**config.mk**
```make
export PLATFORM = sky130hd
export DESIGN_NAME = spi_opb_bridge
export DESIGN_NICKNAME = d
export VERILOG_FILES = /design/src/rtl/spi_opb_pkg.sv /design/src/rtl/spi_in_sync.sv /design/src/rtl/spi_opb_bridge.sv
export SDC_FILE = /design/constraint.sdc
export NUM_CORES = 1
export LEC_CHECK = 0
export ABC_AREA = 0
export CAP_MARGIN = 20
export CORE_ASPECT_RATIO = 0.9
export CORE_MARGIN = 1.5
export CORE_UTILIZATION = 49
export CTS_CLUSTER_DIAMETER = 40
export DETAILED_ROUTE_END_ITERATION = 12
export PLACE_DENSITY_LB_ADDON = 0.3
export SKIP_LAST_GASP = 1
export SLEW_MARGIN = 20
export SYNTH_ARGS = -nofsm -noshare
export SYNTH_HDL_FRONTEND = slang
export SYNTH_SLANG_ARGS = --single-unit
```
**constraint.sdc**
```tcl
create_clock -name OPB_CLK -period 6.2 [get_ports OPB_CLK]
set_clock_uncertainty 0.2 [all_clocks]
set_input_delay 0.93 -clock OPB_CLK [delete_from_list [all_inputs] [get_ports OPB_CLK]]
set_output_delay 0.93 -clock OPB_CLK [all_outputs]
set_load 0.05 [all_outputs]
```
**src/rtl/spi_opb_pkg.sv**
```systemverilog
// Shared definitions for the SPI-to-OPB bridge: FSM encoding, default command
// codes and the bit numbers at which each frame field completes.
package spi_opb_pkg;

   typedef enum logic [2:0] {
      ST_IDLE,
      ST_CMD,
      ST_ADDR,
      ST_DUMMY,
      ST_RDATA,
      ST_WDATA,
      ST_IGNORE
   } state_t;

   localparam logic [7:0] CMD_RD_DEF = 8'h03;
   localparam logic [7:0] CMD_WR_DEF = 8'h02;

   // 1-based number of the last bit of each field within a frame
   localparam logic [6:0] BIT_CMD   = 7'd8;
   localparam logic [6:0] BIT_ADDR  = 7'd40;
   localparam logic [6:0] BIT_DUMMY = 7'd48;
   localparam logic [6:0] BIT_WDATA = 7'd72;
   localparam logic [6:0] BIT_RDATA = 7'd80;

endpackage

```
**src/rtl/spi_in_sync.sv**
```systemverilog
// Synchronisers for the asynchronous SPI pins plus single-cycle SCK/CS_N edge
// pulses derived from the synchronised levels.
module spi_in_sync #(
   parameter int SYNC_STAGES = 2
) (
   input  logic i_clk,
   input  logic i_rst,
   input  logic i_sck,
   input  logic i_cs_n,
   input  logic i_mosi,
   output logic o_sck_rise,
   output logic o_sck_fall,
   output logic o_cs_fall,
   output logic o_cs_n,
   output logic o_mosi
);

   logic [SYNC_STAGES-1:0] r_sck_sync;
   logic [SYNC_STAGES-1:0] r_cs_sync;
   logic [SYNC_STAGES-1:0] r_mosi_sync;
   logic [SYNC_STAGES-1:0] r_vld;
   logic                   r_sck_prev;
   logic                   r_cs_prev;
   logic                   r_armed;
   logic                   w_sck_s;
   logic                   w_cs_s;

   assign w_sck_s = r_sck_sync[SYNC_STAGES-1];
   assign w_cs_s  = r_cs_sync[SYNC_STAGES-1];

   always_ff @(posedge i_clk or posedge i_rst) begin
      if (i_rst) begin
         r_sck_sync  <= '0;
         r_cs_sync   <= '1;
         r_mosi_sync <= '0;
         r_vld       <= '0;
         r_sck_prev  <= 1'b0;
         r_cs_prev   <= 1'b1;
         r_armed     <= 1'b0;
      end else begin
         r_sck_sync  <= (r_sck_sync << 1) | SYNC_STAGES'(i_sck);
         r_cs_sync   <= (r_cs_sync << 1) | SYNC_STAGES'(i_cs_n);
         r_mosi_sync <= (r_mosi_sync << 1) | SYNC_STAGES'(i_mosi);
         r_vld       <= (r_vld << 1) | SYNC_STAGES'(1'b1);
         r_sck_prev  <= w_sck_s;
         r_cs_prev   <= w_cs_s;
         // The reset-forced high level of CS_N is not a real one; only a CS_N
         // high seen through a fully flushed chain may precede a frame start.
         if (r_vld[SYNC_STAGES-1] && w_cs_s)
            r_armed <= 1'b1;
      end
   end

   assign o_sck_rise = w_sck_s & ~r_sck_prev;
   assign o_sck_fall = ~w_sck_s & r_sck_prev;
   assign o_cs_fall  = r_armed & r_cs_prev & ~w_cs_s;
   assign o_cs_n     = w_cs_s;
   assign o_mosi     = r_mosi_sync[SYNC_STAGES-1];

endmodule

```
**src/rtl/spi_opb_bridge.sv**
```systemverilog
// SPI slave (mode 0) that turns read/write frames into single-cycle OPB
// decoder strobes, shifting read data back out on MISO.
//
// state     | meaning
// ST_IDLE   | waiting for CS_N falling edge
// ST_CMD    | shifting in the 8-bit command
// ST_ADDR   | shifting in the 32-bit address
// ST_DUMMY  | read: 8 dummy bits while decoder data is fetched
// ST_RDATA  | read: shifting 32 data bits out on MISO
// ST_WDATA  | write: shifting in 32 data bits
// ST_IGNORE | frame done or bad command, wait for CS_N high
module spi_opb_bridge
   import spi_opb_pkg::*;
#(
   parameter int         SYNC_STAGES = 2,
   parameter logic [7:0] CMD_RD      = CMD_RD_DEF,
   parameter logic [7:0] CMD_WR      = CMD_WR_DEF
) (
   input  logic        OPB_CLK,
   input  logic        OPB_RST,
   input  logic        SPI_SCK,
   input  logic        SPI_CS_N,
   input  logic        SPI_MOSI,
   output logic        SPI_MISO,
   output logic        SPI_MISO_OE,
   output logic        DEC_RE,
   output logic        DEC_WE,
   output logic [31:0] DEC_ADDR,
   output logic [31:0] DEC_DI,
   input  logic [31:0] DEC_DO,
   output logic        BUSY
);

   logic        w_sck_rise;
   logic        w_sck_fall;
   logic        w_cs_fall;
   logic        w_cs_n;
   logic        w_mosi;

   state_t      r_state;
   state_t      w_state_nxt;
   logic [6:0]  r_bit_cnt;
   logic [6:0]  w_bit_num;
   logic [31:0] r_shift;
   logic [31:0] w_shift_nxt;
   logic        r_is_rd;
   logic [31:0] r_dec_addr;
   logic [31:0] r_dec_di;
   logic        r_dec_re;
   logic        r_dec_we;
   logic        r_re_d;
   logic [31:0] r_rdata;
   logic [31:0] r_miso_sr;
   logic        r_miso_oe;
   logic        w_sample;
   logic        w_cmd_load;
   logic        w_addr_load;
   logic        w_re_set;
   logic        w_we_set;

   spi_in_sync #(
      .SYNC_STAGES (SYNC_STAGES)
   ) u_sync (
      .i_clk      (OPB_CLK),
      .i_rst      (OPB_RST),
      .i_sck      (SPI_SCK),
      .i_cs_n     (SPI_CS_N),
      .i_mosi     (SPI_MOSI),
      .o_sck_rise (w_sck_rise),
      .o_sck_fall (w_sck_fall),
      .o_cs_fall  (w_cs_fall),
      .o_cs_n     (w_cs_n),
      .o_mosi     (w_mosi)
   );

   assign w_bit_num   = r_bit_cnt + 7'd1;
   assign w_shift_nxt = {r_shift[30:0], w_mosi};
   assign w_sample    = w_sck_rise & ~w_cs_n &
                        (r_state != ST_IDLE) & (r_state != ST_IGNORE);

   always_ff @(posedge OPB_CLK or posedge OPB_RST) begin
      if (OPB_RST) r_state <= ST_IDLE;
      else         r_state <= w_state_nxt;
   end

   always_comb begin
      w_state_nxt = r_state;
      w_cmd_load  = 1'b0;
      w_addr_load = 1'b0;
      w_re_set    = 1'b0;
      w_we_set    = 1'b0;
      if (w_cs_n) begin
         w_state_nxt = ST_IDLE;
      end else begin
         case (r_state)
            ST_IDLE:
               if (w_cs_fall) w_state_nxt = ST_CMD;
            ST_CMD:
               if (w_sck_rise && w_bit_num == BIT_CMD) begin
                  w_cmd_load = 1'b1;
                  if (w_shift_nxt[7:0] == CMD_RD || w_shift_nxt[7:0] == CMD_WR)
                     w_state_nxt = ST_ADDR;
                  else
                     w_state_nxt = ST_IGNORE;
               end
            ST_ADDR:
               if (w_sck_rise && w_bit_num == BIT_ADDR) begin
                  w_addr_load = 1'b1;
                  w_re_set    = r_is_rd;
                  w_state_nxt = r_is_rd ? ST_DUMMY : ST_WDATA;
               end
            ST_DUMMY:
               if (w_sck_rise && w_bit_num == BIT_DUMMY) w_state_nxt = ST_RDATA;
            ST_RDATA:
               if (w_sck_rise && w_bit_num == BIT_RDATA) w_state_nxt = ST_IGNORE;
            ST_WDATA:
               if (w_sck_rise && w_bit_num == BIT_WDATA) begin
                  w_we_set    = 1'b1;
                  w_state_nxt = ST_IGNORE;
               end
            default: w_state_nxt = r_state;
         endcase
      end
   end

   always_ff @(posedge OPB_CLK or posedge OPB_RST) begin
      if (OPB_RST) begin
         r_bit_cnt  <= '0;
         r_shift    <= '0;
         r_is_rd    <= 1'b0;
         r_dec_addr <= '0;
         r_dec_di   <= '0;
         r_dec_re   <= 1'b0;
         r_dec_we   <= 1'b0;
         r_re_d     <= 1'b0;
         r_rdata    <= '0;
         r_miso_sr  <= '0;
         r_miso_oe  <= 1'b0;
      end else begin
         r_dec_re <= w_re_set;
         r_dec_we <= w_we_set;
         r_re_d   <= r_dec_re;
         if (r_state == ST_IDLE) r_bit_cnt <= '0;
         else if (w_sample)      r_bit_cnt <= w_bit_num;
         if (w_sample)    r_shift    <= w_shift_nxt;
         if (w_cmd_load)  r_is_rd    <= (w_shift_nxt[7:0] == CMD_RD);
         if (w_addr_load) r_dec_addr <= w_shift_nxt;
         if (w_we_set)    r_dec_di   <= w_shift_nxt;
         // decoder read data is valid the cycle after the DEC_RE cycle
         if (r_re_d)      r_rdata    <= DEC_DO;
         if (w_cs_n || (r_state == ST_RDATA && w_state_nxt == ST_IGNORE)) begin
            r_miso_oe <= 1'b0;
            r_miso_sr <= '0;
         end else if (r_state == ST_RDATA && w_sck_fall) begin
            if (!r_miso_oe) begin
               r_miso_oe <= 1'b1;
               r_miso_sr <= r_rdata;
            end else begin
               r_miso_sr <= r_miso_sr << 1;
            end
         end
      end
   end

   assign DEC_RE      = r_dec_re;
   assign DEC_WE      = r_dec_we;
   assign DEC_ADDR    = r_dec_addr;
   assign DEC_DI      = r_dec_di;
   assign SPI_MISO_OE = r_miso_oe;
   assign SPI_MISO    = r_miso_oe & r_miso_sr[31];
   assign BUSY        = (r_state != ST_IDLE) &&
                        !((r_state == ST_CMD) && (r_bit_cnt == 7'd0));

endmodule

```
After elaboration in Yosys (flattened, before gate mapping)
Index checks and enable logic that the tools add are counted.

Register bits: 185. Bits of input ports: 37.

Bitwise logic cells: 14. Mux-type cells: 29. Reductions and logical operators: 18. Equal/unequal tests: 14. $add $sub $neg: 1.

Operator list (count): 2-to-1 mux 32 bit (3); 2-to-1 mux 3 bit (9); one-hot mux 3 bit (6 select lines) (1); equality test 8 x 2 -> 1 bit, second input constant (2); equality test 7 x 6 -> 1 bit, second input constant (2); equality test 7 bit, second input constant (2); 2-to-1 mux 1 bit (14); 2-to-1 mux 7 bit (2); logical AND 1 bit (10); equality test 3 bit, second input constant (3); AND 1 bit (8); adder 7 x 1 -> 7 bit, second input constant (1); equality test 7 x 4 -> 1 bit, second input constant (1); zero test 7 bit (1); equality test 3 x 2 -> 1 bit, second input constant (2); bitwise OR 2 x 1 -> 2 bit (3); nonzero test 2 bit (2); equality test 3 x 1 -> 1 bit, second input constant (1); zero test 3 bit (1); != test 3 bit, second input constant (1); inverter 1 bit (3); nonzero test 3 bit (1); logical OR 1 bit (2); zero test 1 bit (1).

Depth between registers and ports, before layout
Gate-level depths: netlist of run 1.

Depth after elaboration: 10. Gate-level depth with buffers: 10. Depth with buffers taken out: 7.

Hierarchy
A second synthesis of run 1 with hierarchy kept.

Cells, all modules: 621. Area total of the unflattened synthesis: 7651.1 um2.

Modules (own cells, without submodules): spi_opb_bridge (times used 1, cells each 604, area an instance 7333.3 um2); spi_in_sync (times used 1, cells each 17, area an instance 317.8 um2).

Worst setup path after synthesis of run 1
OpenSTA, ideal clock, no wires.

Kind: register to output. From: register r_miso_oe (netlist: SPI_MISO_OE). To: output port SPI_MISO. Stages on the path, launching flop included: 4. Arrival time: 1.843 ns. Path slack: 3.227 ns. Data required time: 5.070 ns. Cells stage by stage: dfrtp_1 clkbuf_1 clkbuf_1 and2_1.

Longest elaborated chain between the ends: 1.

RTL lines: from (decl) (RTL line spi_opb_bridge.sv:54) `logic r_miso_oe;`; from (signal assigned) (RTL line spi_opb_bridge.sv:138) `r_miso_oe <= 1'b0;`; from (signal assigned) (RTL line spi_opb_bridge.sv:152) `r_miso_oe <= 1'b0;`; from (signal assigned) (RTL line spi_opb_bridge.sv:156) `r_miso_oe <= 1'b1;`; AND 1 bit (RTL line spi_opb_bridge.sv:170) `assign SPI_MISO = r_miso_oe & r_miso_sr[31];`; to (decl) (RTL line spi_opb_bridge.sv:24) `output logic SPI_MISO,`.

No other way between the ends.

Worst setup path in the final report of run 1
Ends and elaborated chain as after synthesis.

==> report_table.html, run 1 <==
<table>
<tr><th>Metric</th><th>Value</th></tr>
<tr><th colspan="2">Hold path</th></tr>
<tr><td>Min-delay worst type</td><td>reg -&gt; reg</td></tr>
<tr><td>HP Start</td><td>u_sync.r_vld[0]$_DFF_PP0_</td></tr>
<tr><th colspan="2">Placed design</th></tr>
<tr><td>RePlAce Congestion</td><td>slightly above 0.9</td></tr>
<tr><td># placed instances</td><td>882</td></tr>
<tr><td>Post-DP HPWL</td><td>approximately 9000 um</td></tr>
<tr><td>Count of input and output buffers</td><td>105</td></tr>
<tr><td>Pre-CTS worst setup slack</td><td>2730 ps</td></tr>
<tr><th colspan="2">Logic synthesis</th></tr>
<tr><td>Synth Cell Area</td><td>just under 8000 um2</td></tr>
<tr><td>Largest cells by area after synthesis</td><td>sky130_fd_sc_hd__dfrtp_1 59%, sky130_fd_sc_hd__mux2_2 11%, sky130_fd_sc_hd__mux2_4 5.6%</td></tr>
<tr><td>Multiplexer area fraction after synthesis</td><td>about a fifth</td></tr>
<tr><td>Avg Synthesized Cell Area</td><td>between 10 and 15 um2</td></tr>
<tr><td>Share of the yosys chip area belonging to registers</td><td>around three fifths</td></tr>
<tr><td>Most frequent cells after synthesis</td><td>182 x sky130_fd_sc_hd__dfrtp_1, 88 x sky130_fd_sc_hd__nand2_1, 73 x sky130_fd_sc_hd__mux2_2, 49 x sky130_fd_sc_hd__nor2_1</td></tr>
<tr><td>Adder-cell share of the synthesized area</td><td>0.485%</td></tr>
<tr><td>Top FF cell, synth</td><td>sky130_fd_sc_hd__dfrtp_1</td></tr>
<tr><td>Synth Warn #</td><td>0</td></tr>
<tr><td>Library cell with the highest instance count after synthesis</td><td>sky130_fd_sc_hd__dfrtp_1</td></tr>
<tr><td>Number of nets produced by synthesis</td><td>around 650</td></tr>
<tr><td>Synth top area share</td><td>58.9%</td></tr>
<tr><td>Synthesized instance count</td><td>612</td></tr>
<tr><td>Post-synth top area cell</td><td>sky130_fd_sc_hd__dfrtp_1</td></tr>
<tr><td>Fraction of the mapped netlist area in simple logic gates</td><td>9.70%</td></tr>
<tr><td>Dominant combinational cell family by area after synthesis</td><td>multiplexers</td></tr>
<tr><td>Seq cells post-synth</td><td>185</td></tr>
<tr><td>Number of distinct library cell variants in the gate-level netlist after synthesis</td><td>51</td></tr>
<tr><td>Async set or reset register ratio after synthesis</td><td>100%</td></tr>
<tr><td>Parity-gate share of the synthesized area counting xor and xnor cells</td><td>less than 1%</td></tr>
<tr><td>Complex-gate fraction of the synthesized area</td><td>5.61%</td></tr>
<tr><td>Number of synthesized flops with an enable pin</td><td>0</td></tr>
<tr><th colspan="2">Power and ir drop</th></tr>
<tr><td>Clock network fraction of design power</td><td>45.1%</td></tr>
<tr><td>Net switching power</td><td>539 uW</td></tr>
<tr><td>Post-layout power</td><td>2370 uW</td></tr>
<tr><td>Areal power density over the cells</td><td>250 nW/um2</td></tr>
<tr><td>Peak ir drop on the vdd network</td><td>0.160 mV</td></tr>
<tr><td>Comb pwr share</td><td>3.0%</td></tr>
<tr><td>Switching part of the total power</td><td>22.8%</td></tr>
<tr><td>Relative contribution of sequential cells to total power</td><td>51.9%</td></tr>
<tr><td>Leak Pwr</td><td>0.00445 uW</td></tr>
<tr><td>Internal</td><td>1830 uW</td></tr>
<tr><th colspan="2">Detailed routing</th></tr>
<tr><td>Mean number of vias per cell</td><td>5.23</td></tr>
<tr><td>Vias after detailed routing</td><td>4779</td></tr>
<tr><td>Residual antenna-violating net count after detailed routing</td><td>0</td></tr>
<tr><td>Post-route DRC violation count</td><td>0</td></tr>
<tr><td>Routed wire length</td><td>14400 um</td></tr>
<tr><td>DR iter-0 viols</td><td>285</td></tr>
<tr><td>Routed wire length per instance</td><td>15.8 um</td></tr>
<tr><td>Total iterations of the first detailed-routing run</td><td>5</td></tr>
<tr><th colspan="2">Job</th></tr>
<tr><td>Max cap viols</td><td>0</td></tr>
<tr><th colspan="2">Finish</th></tr>
<tr><td>Core utilization of the finished layout</td><td>61.3%</td></tr>
<tr><td>Fin cells</td><td>between 900 and 1000</td></tr>
<tr><td>Number of nets in the layout</td><td>between 700 and 800</td></tr>
<tr><td>Signed area change from the synthesized netlist to the final layout</td><td>22.3%</td></tr>
<tr><td>Share of final-layout standard cells stronger than drive strength 1</td><td>a little over a fifth</td></tr>
<tr><td>ANT cells</td><td>0</td></tr>
<tr><th colspan="2">Die</th></tr>
<tr><td>Overall die area</td><td>between 15000 and 20000 um2</td></tr>
<tr><td>Top Ports</td><td>approximately 110</td></tr>
<tr><td>Core outline area</td><td>about 15000 um2</td></tr>
<tr><td>Width of the die</td><td>around 140 um</td></tr>
<tr><td>Row count</td><td>43</td></tr>
<tr><td>Initial core utilization</td><td>about half</td></tr>
<tr><td>Die Height</td><td>122 um</td></tr>
<tr><th colspan="2">GRT</th></tr>
<tr><td>Vias in the first global route</td><td>4865</td></tr>
<tr><td>First-pass GRT wire length</td><td>23800 um</td></tr>
<tr><td>Number of antenna violations at the first check in global routing</td><td>0</td></tr>
<tr><td>Total routing usage reported by global routing</td><td>18.4%</td></tr>
<tr><td>Pin count of the biggest net entering global routing</td><td>roughly 110</td></tr>
<tr><td>Aggregate global routing overflow</td><td>0</td></tr>
<tr><th colspan="2">CTS</th></tr>
<tr><td>Clock buffer count from CTS</td><td>17</td></tr>
<tr><td>Gates resized, CTS repair</td><td>0</td></tr>
<tr><td># H-tree levels</td><td>4</td></tr>
<tr><td>Number of hold buffers added after cts</td><td>0</td></tr>
<tr><td>Clock-pin slew on the worst setup and hold paths</td><td>70 ps</td></tr>
<tr><td>Clock tree from TritonCTS</td><td>yes</td></tr>
<tr><td>Setup Fix Bufs, Post-CTS</td><td>0</td></tr>
<tr><td>Largest buffer count on any clock path</td><td>2</td></tr>
<tr><td>Clk sinks</td><td>185</td></tr>
<tr><td>Cell at the root of the clock tree</td><td>sky130_fd_sc_hd__clkbuf_16</td></tr>
<tr><td>Clk Latency, worst-skew pair</td><td>420 ps</td></tr>
<tr><th colspan="2">STA</th></tr>
<tr><td>Final Slew Violations</td><td>0</td></tr>
<tr><td>Final hold violation count</td><td>0</td></tr>
<tr><td>Pin slew with the least headroom to its limit</td><td>about 1100 ps</td></tr>
<tr><td>Final TNS setup</td><td>0 ps</td></tr>
<tr><td>Maximum frequency from static timing analysis</td><td>278 MHz</td></tr>
<tr><td>Final worst-path cycle share</td><td>58.1%</td></tr>
<tr><td>Worst rel slew slack</td><td>27.5%</td></tr>
<tr><td>Final critical path time including I/O delays and setup</td><td>3600 ps</td></tr>
<tr><td>Final setup violation count</td><td>0</td></tr>
<tr><td>RSZ-0062 raised after global routing</td><td>no</td></tr>
<tr><td>Final critical-path setup slack</td><td>2600 ps</td></tr>
<tr><th colspan="2">Setup path</th></tr>
<tr><td>Crit. Startpoint</td><td>SPI_MISO_OE$_DFFE_PP0P_</td></tr>
<tr><td>Critical path start-end classification</td><td>reg -&gt; out</td></tr>
<tr><td>Critical R2R Launch</td><td>r_bit_cnt[0]$_DFFE_PP0P_</td></tr>
<tr><td>Max Fanout on Critical Path</td><td>35</td></tr>
<tr><td>Crit path capture type</td><td>primary output</td></tr>
<tr><td>Data required, critical path</td><td>5070 ps</td></tr>
<tr><td>Critical path arrival</td><td>2470 ps</td></tr>
<tr><td>Critical path startpoint category</td><td>flip-flop</td></tr>
<tr><th colspan="2">Status</th></tr>
<tr><td>Run status</td><td>finished clean</td></tr>
</table>
## state kept, by name, indices dropped and copies added (netlist names), 2 cells and up
register and flops:
r_shift 31, u_sync.r_cs_sync 2, r_rdata 32, u_sync.r_sck_sync 2
r_state 3, r_miso_sr 32, DEC_ADDR 32, DEC_DI 32
u_sync.r_vld 2, u_sync.r_mosi_sync 2, r_bit_cnt 7
## per-stage QoR
stage	hold slack [ps]	instance area, um2
detailed placement	139	8880
floorplan	131	7740
finish	156	9470
global placement	132	8870
global route	165	9470
CTS	159	9470
## cell usage in the layout, fill, tap and decap left out, types with 2 or more instances in the layout
| cell type | n |
|---|---|
| sky130_fd_sc_hd__xnor2_1 | 5 |
| sky130_fd_sc_hd__a22o_1 | 2 |
| sky130_fd_sc_hd__a211oi_1 | 32 |
| sky130_fd_sc_hd__dfstp_2 | 3 |
| sky130_fd_sc_hd__dfrtp_1 | 181 |
| sky130_fd_sc_hd__inv_6 | 7 |
| sky130_fd_sc_hd__o21ai_0 | 7 |
| sky130_fd_sc_hd__mux2_4 | 29 |
| sky130_fd_sc_hd__nor2_1 | 49 |
| sky130_fd_sc_hd__ha_1 | 3 |
| sky130_fd_sc_hd__nand4_1 | 2 |
| sky130_fd_sc_hd__and3_1 | 5 |
| sky130_fd_sc_hd__clkbuf_16 | 17 |
| sky130_fd_sc_hd__or3_1 | 3 |
| sky130_fd_sc_hd__nand2_1 | 88 |
| sky130_fd_sc_hd__inv_8 | 3 |
| sky130_fd_sc_hd__xor2_1 | 2 |
| sky130_fd_sc_hd__nor3_1 | 2 |
| sky130_fd_sc_hd__nand2b_1 | 4 |
| sky130_fd_sc_hd__inv_1 | 7 |
| sky130_fd_sc_hd__nor4_1 | 2 |
| sky130_fd_sc_hd__buf_4 | 4 |
| sky130_fd_sc_hd__and2_1 | 2 |
| sky130_fd_sc_hd__mux2_2 | 73 |
| sky130_fd_sc_hd__nand4b_1 | 2 |
| sky130_fd_sc_hd__clkdlybuf4s50_1 | 105 |
| sky130_fd_sc_hd__a21oi_1 | 7 |
| sky130_fd_sc_hd__nor2b_1 | 2 |
| sky130_fd_sc_hd__mux2i_1 | 32 |
| sky130_fd_sc_hd__clkinv_4 | 3 |
| sky130_fd_sc_hd__nand3_1 | 2 |
## worst paths after layout
check                      slack (ps)                   endpoint  cells after the start
max                              2600                   SPI_MISO                      2
min reg2reg                       160  u_sync.r_vld[1]$_DFF_PP0_                      0
min                               160  u_sync.r_vld[1]$_DFF_PP0_                      0
max reg2reg                      2730   DEC_ADDR[27]$_DFFE_PP0P_                      7
max in group asynchronous        3800   r_bit_cnt[4]$_DFFE_PP0P_                      3
min in group asynchronous         900   DEC_ADDR[16]$_DFFE_PP0P_                      2
## critical path, cell delays in order, from the launching register on
cell                              delay [ps]
sky130_fd_sc_hd__dfrtp_2                1000
sky130_fd_sc_hd__and2_1                  230
sky130_fd_sc_hd__clkdlybuf4s50_1         790
## per-layer routing
metal  track usage, %  wire length (um)
met4             7.12               210
met1             25.4              7020
met3             4.58               592
met2             28.1              6630
met5                0                 0
## power by group through the flow
stage               clock, uW  sequential (uW)  combinational (uW)
floorplan                   0             1250                38.6
global placement            0             1250                71.0
detailed placement          0             1250                73.0
CTS                      1100             1230                73.2
global route             1150             1230                80.0
finish                   1070             1230                70.9
## cells by family after synthesis
group,Yosys count
other,1
multiplexers,134
buffers and inverters,49
XOR/XNOR,7
adder cells (fa/ha/maj),3
flip-flops,185
AND/OR/NAND/NOR,172
AO/OA/AOI/OAI,61
## final cells by class
class                      count  area (um2)
fill                        1200        5980
inverter                       8        35.0
tap                          202         253
multi-input combinational    378        2870
clock buffer                  18         439
clock inverter                14         150
sequential                   185        4630
timing repair buffer         109        1080
(Power assumes the default switching activity.)
==> run 2, diff against run 1 <==
Settings changed: CORE_UTILIZATION 49 to 55.
Clock period 6.2 ns to 3.5 ns, I/O delays scaled along.
==> report_table.html, run 2 (synthesis gave the netlist of run 1 again) <==
<table>
<tr><th>Metric</th><th>Value</th></tr>
<tr><th colspan="2">GRT</th></tr>
<tr><td>Number of antenna violations at the first check in global routing</td><td>0</td></tr>
<tr><td>Aggregate global routing overflow</td><td>0</td></tr>
<tr><td>Vias in the first global route</td><td>5019</td></tr>
<tr><td>Pin count of the biggest net entering global routing</td><td>between 150 and 200</td></tr>
<tr><td>First-pass GRT wire length</td><td>25400 um</td></tr>
<tr><td>Total routing usage reported by global routing</td><td>21.9%</td></tr>
<tr><th colspan="2">Finish</th></tr>
<tr><td>Design Area, Final</td><td>about 9500 um2</td></tr>
<tr><td>Signed area change from the synthesized netlist to the final layout</td><td>22.3%</td></tr>
<tr><td>Commonest non-fill, non-tap cell in the layout</td><td>sky130_fd_sc_hd__dfrtp_1</td></tr>
<tr><td>Core utilization of the finished layout</td><td>a little over two thirds</td></tr>
<tr><td>Commonest cells after routing, fill and taps aside</td><td>181 x sky130_fd_sc_hd__dfrtp_1, 105 x sky130_fd_sc_hd__clkdlybuf4s50_1, 88 x sky130_fd_sc_hd__nand2_1</td></tr>
<tr><td>Share of final-layout standard cells stronger than drive strength 1</td><td>20.9%</td></tr>
<tr><td>Fin cells</td><td>roughly 900</td></tr>
<tr><td>Number of nets in the layout</td><td>743</td></tr>
<tr><td>ANT cells</td><td>0</td></tr>
<tr><th colspan="2">Power and ir drop</th></tr>
<tr><td>Leak Pwr</td><td>0.00446 uW</td></tr>
<tr><td>Peak ir drop on the vdd network</td><td>0.350 mV</td></tr>
<tr><td>Areal power density over the cells</td><td>around 440 nW/um2</td></tr>
<tr><th colspan="2">Detailed routing</th></tr>
<tr><td>Post-route DRC violation count</td><td>0</td></tr>
<tr><td>Residual antenna-violating net count after detailed routing</td><td>0</td></tr>
<tr><td>Total iterations of the first detailed-routing run</td><td>5</td></tr>
<tr><td>Routed wire length</td><td>roughly 15000 um</td></tr>
<tr><td>DR iter-0 viols</td><td>291</td></tr>
<tr><td>Vias after detailed routing</td><td>4866</td></tr>
<tr><td>Routed wire length per instance</td><td>16.5 um</td></tr>
<tr><td>Mean number of vias per cell</td><td>roughly 5.4</td></tr>
<tr><th colspan="2">CTS</th></tr>
<tr><td>Largest buffer count on any clock path</td><td>2</td></tr>
<tr><td>Clk Latency, worst-skew pair</td><td>420 ps</td></tr>
<tr><td>Cell at the root of the clock tree</td><td>sky130_fd_sc_hd__clkbuf_16</td></tr>
<tr><td>Clock-pin slew on the worst setup and hold paths</td><td>60 ps</td></tr>
<tr><td>Clock buffer count from CTS</td><td>17</td></tr>
<tr><td>Clk sinks</td><td>approximately 190</td></tr>
<tr><td>Clock tree from TritonCTS</td><td>yes</td></tr>
<tr><td>Number of hold buffers added after cts</td><td>0</td></tr>
<tr><td>Setup Fix Bufs, Post-CTS</td><td>0</td></tr>
<tr><td># H-tree levels</td><td>4</td></tr>
<tr><td>Gates resized, CTS repair</td><td>0</td></tr>
<tr><th colspan="2">Die</th></tr>
<tr><td>Top Ports</td><td>between 100 and 150</td></tr>
<tr><td>Core outline area</td><td>13600 um2</td></tr>
<tr><td>Row count</td><td>40</td></tr>
<tr><td>Initial core utilization</td><td>57.1%</td></tr>
<tr><td>Die Height</td><td>116 um</td></tr>
<tr><td>Overall die area</td><td>14800 um2</td></tr>
<tr><td>Width of the die</td><td>128 um</td></tr>
<tr><th colspan="2">STA</th></tr>
<tr><td>Pin slew with the least headroom to its limit</td><td>973 ps</td></tr>
<tr><td>Worst rel slew slack</td><td>35.1%</td></tr>
<tr><td>Final critical path time including I/O delays and setup</td><td>3150 ps</td></tr>
<tr><td>Final Slew Violations</td><td>0</td></tr>
<tr><td>Final TNS setup</td><td>0 ps</td></tr>
<tr><td>Final critical-path setup slack</td><td>346 ps</td></tr>
<tr><td>Final setup violation count</td><td>0</td></tr>
<tr><td>Final worst-path cycle share</td><td>90.1%</td></tr>
<tr><td>Maximum frequency from static timing analysis</td><td>317 MHz</td></tr>
<tr><td>RSZ-0062 raised after global routing</td><td>no</td></tr>
<tr><td>Final hold violation count</td><td>0</td></tr>
<tr><th colspan="2">Hold path</th></tr>
<tr><td>Hold Crit Depth</td><td>0</td></tr>
<tr><td>Min-delay worst type</td><td>reg -&gt; reg</td></tr>
<tr><th colspan="2">Placed design</th></tr>
<tr><td>Placed standard-cell area</td><td>8900 um2</td></tr>
<tr><td># placed instances</td><td>873</td></tr>
<tr><td>RePlAce Congestion</td><td>0.871</td></tr>
<tr><td>Count of input and output buffers</td><td>105</td></tr>
<tr><td>Pre-CTS worst setup slack</td><td>between 300 and 400 ps</td></tr>
<tr><td>Post-DP HPWL</td><td>9220 um</td></tr>
<tr><th colspan="2">Setup path</th></tr>
<tr><td>R2R depth</td><td>8</td></tr>
<tr><td>Critical path startpoint category</td><td>flip-flop</td></tr>
<tr><td>Data required, critical path</td><td>3600 ps</td></tr>
<tr><td>Critical path arrival</td><td>3250 ps</td></tr>
<tr><td>Crit path capture type</td><td>flip-flop</td></tr>
<tr><td>Max Fanout on Critical Path</td><td>33</td></tr>
<tr><td>Critical path start-end classification</td><td>reg -&gt; reg</td></tr>
<tr><th colspan="2">Job</th></tr>
<tr><td>Max cap viols</td><td>0</td></tr>
<tr><th colspan="2">Status</th></tr>
<tr><td>Run status</td><td>finished clean</td></tr>
</table>
run 2: per-stage QoR:
stage                     total power (uW)  hold WS [ps]
after global placement                2340           132
after detailed placement              2350           135
final                                 4130           148
after floorplan                       2280           131
after CTS                             4170           150
after global routing                  4280           151
run 2: path summary, 6_finish.rpt:
path	start	slack, ps	endpoint
setup / recovery	r_bit_cnt[0]$_DFFE_PP0P_	350	DEC_ADDR[4]$_DFFE_PP0P_
hold / removal	u_sync.r_vld[0]$_DFF_PP0_	150	u_sync.r_vld[1]$_DFF_PP0_
setup reg to reg	r_bit_cnt[0]$_DFFE_PP0P_	350	DEC_ADDR[4]$_DFFE_PP0P_
hold reg to reg	u_sync.r_vld[0]$_DFF_PP0_	150	u_sync.r_vld[1]$_DFF_PP0_
max in group asynchronous	OPB_RST	1770	SPI_MISO_OE$_DFFE_PP0P_
min in group asynchronous	OPB_RST	500	r_rdata[30]$_DFFE_PP0P_
run 2: area by class of cell:
type	instances	area [um2]
Clock buffer	24	502
Clock inverter	6	65.1
Fill cell	965	4100
Inverter	8	33.8
Multi-Input combinational cell	378	2870
Sequential cell	185	4630
Tap cell	189	236
Timing Repair Buffer	113	1120
run 2: where the power goes:
part	internal, uW	switching, uW
Sequential	2160	22.3
Clock	1070	755
Combinational	54.8	71.4
Total	3280	849
run 2: critical path: stages (launching register included):
cell	delay, ps
sky130_fd_sc_hd__dfrtp_1	460
sky130_fd_sc_hd__ha_1	390
sky130_fd_sc_hd__nand2_1	110
sky130_fd_sc_hd__nor3b_2	160
sky130_fd_sc_hd__a211oi_1	100
sky130_fd_sc_hd__or2_1	270
sky130_fd_sc_hd__or4_2	610
sky130_fd_sc_hd__buf_4	340
sky130_fd_sc_hd__mux2_4	380
run 2: routing by layer:
metal | vias to the layer above | track usage [%] | routed length (um)
met1 | 2459 | 29.9 | 6960
met2 | 107 | 35.2 | 7190
met4 | 0 | 7.19 | 165
met3 | 10 | 5.22 | 613
met5 | - | 0 | 0
li1 | 2290 | - | -
==> run 3, diff against run 2 <==
Settings changed: CTS_CLUSTER_SIZE set to 24.
==> results of run 3 <==
Same layout as run 2: the final DEF is identical, and so are final timing and power.
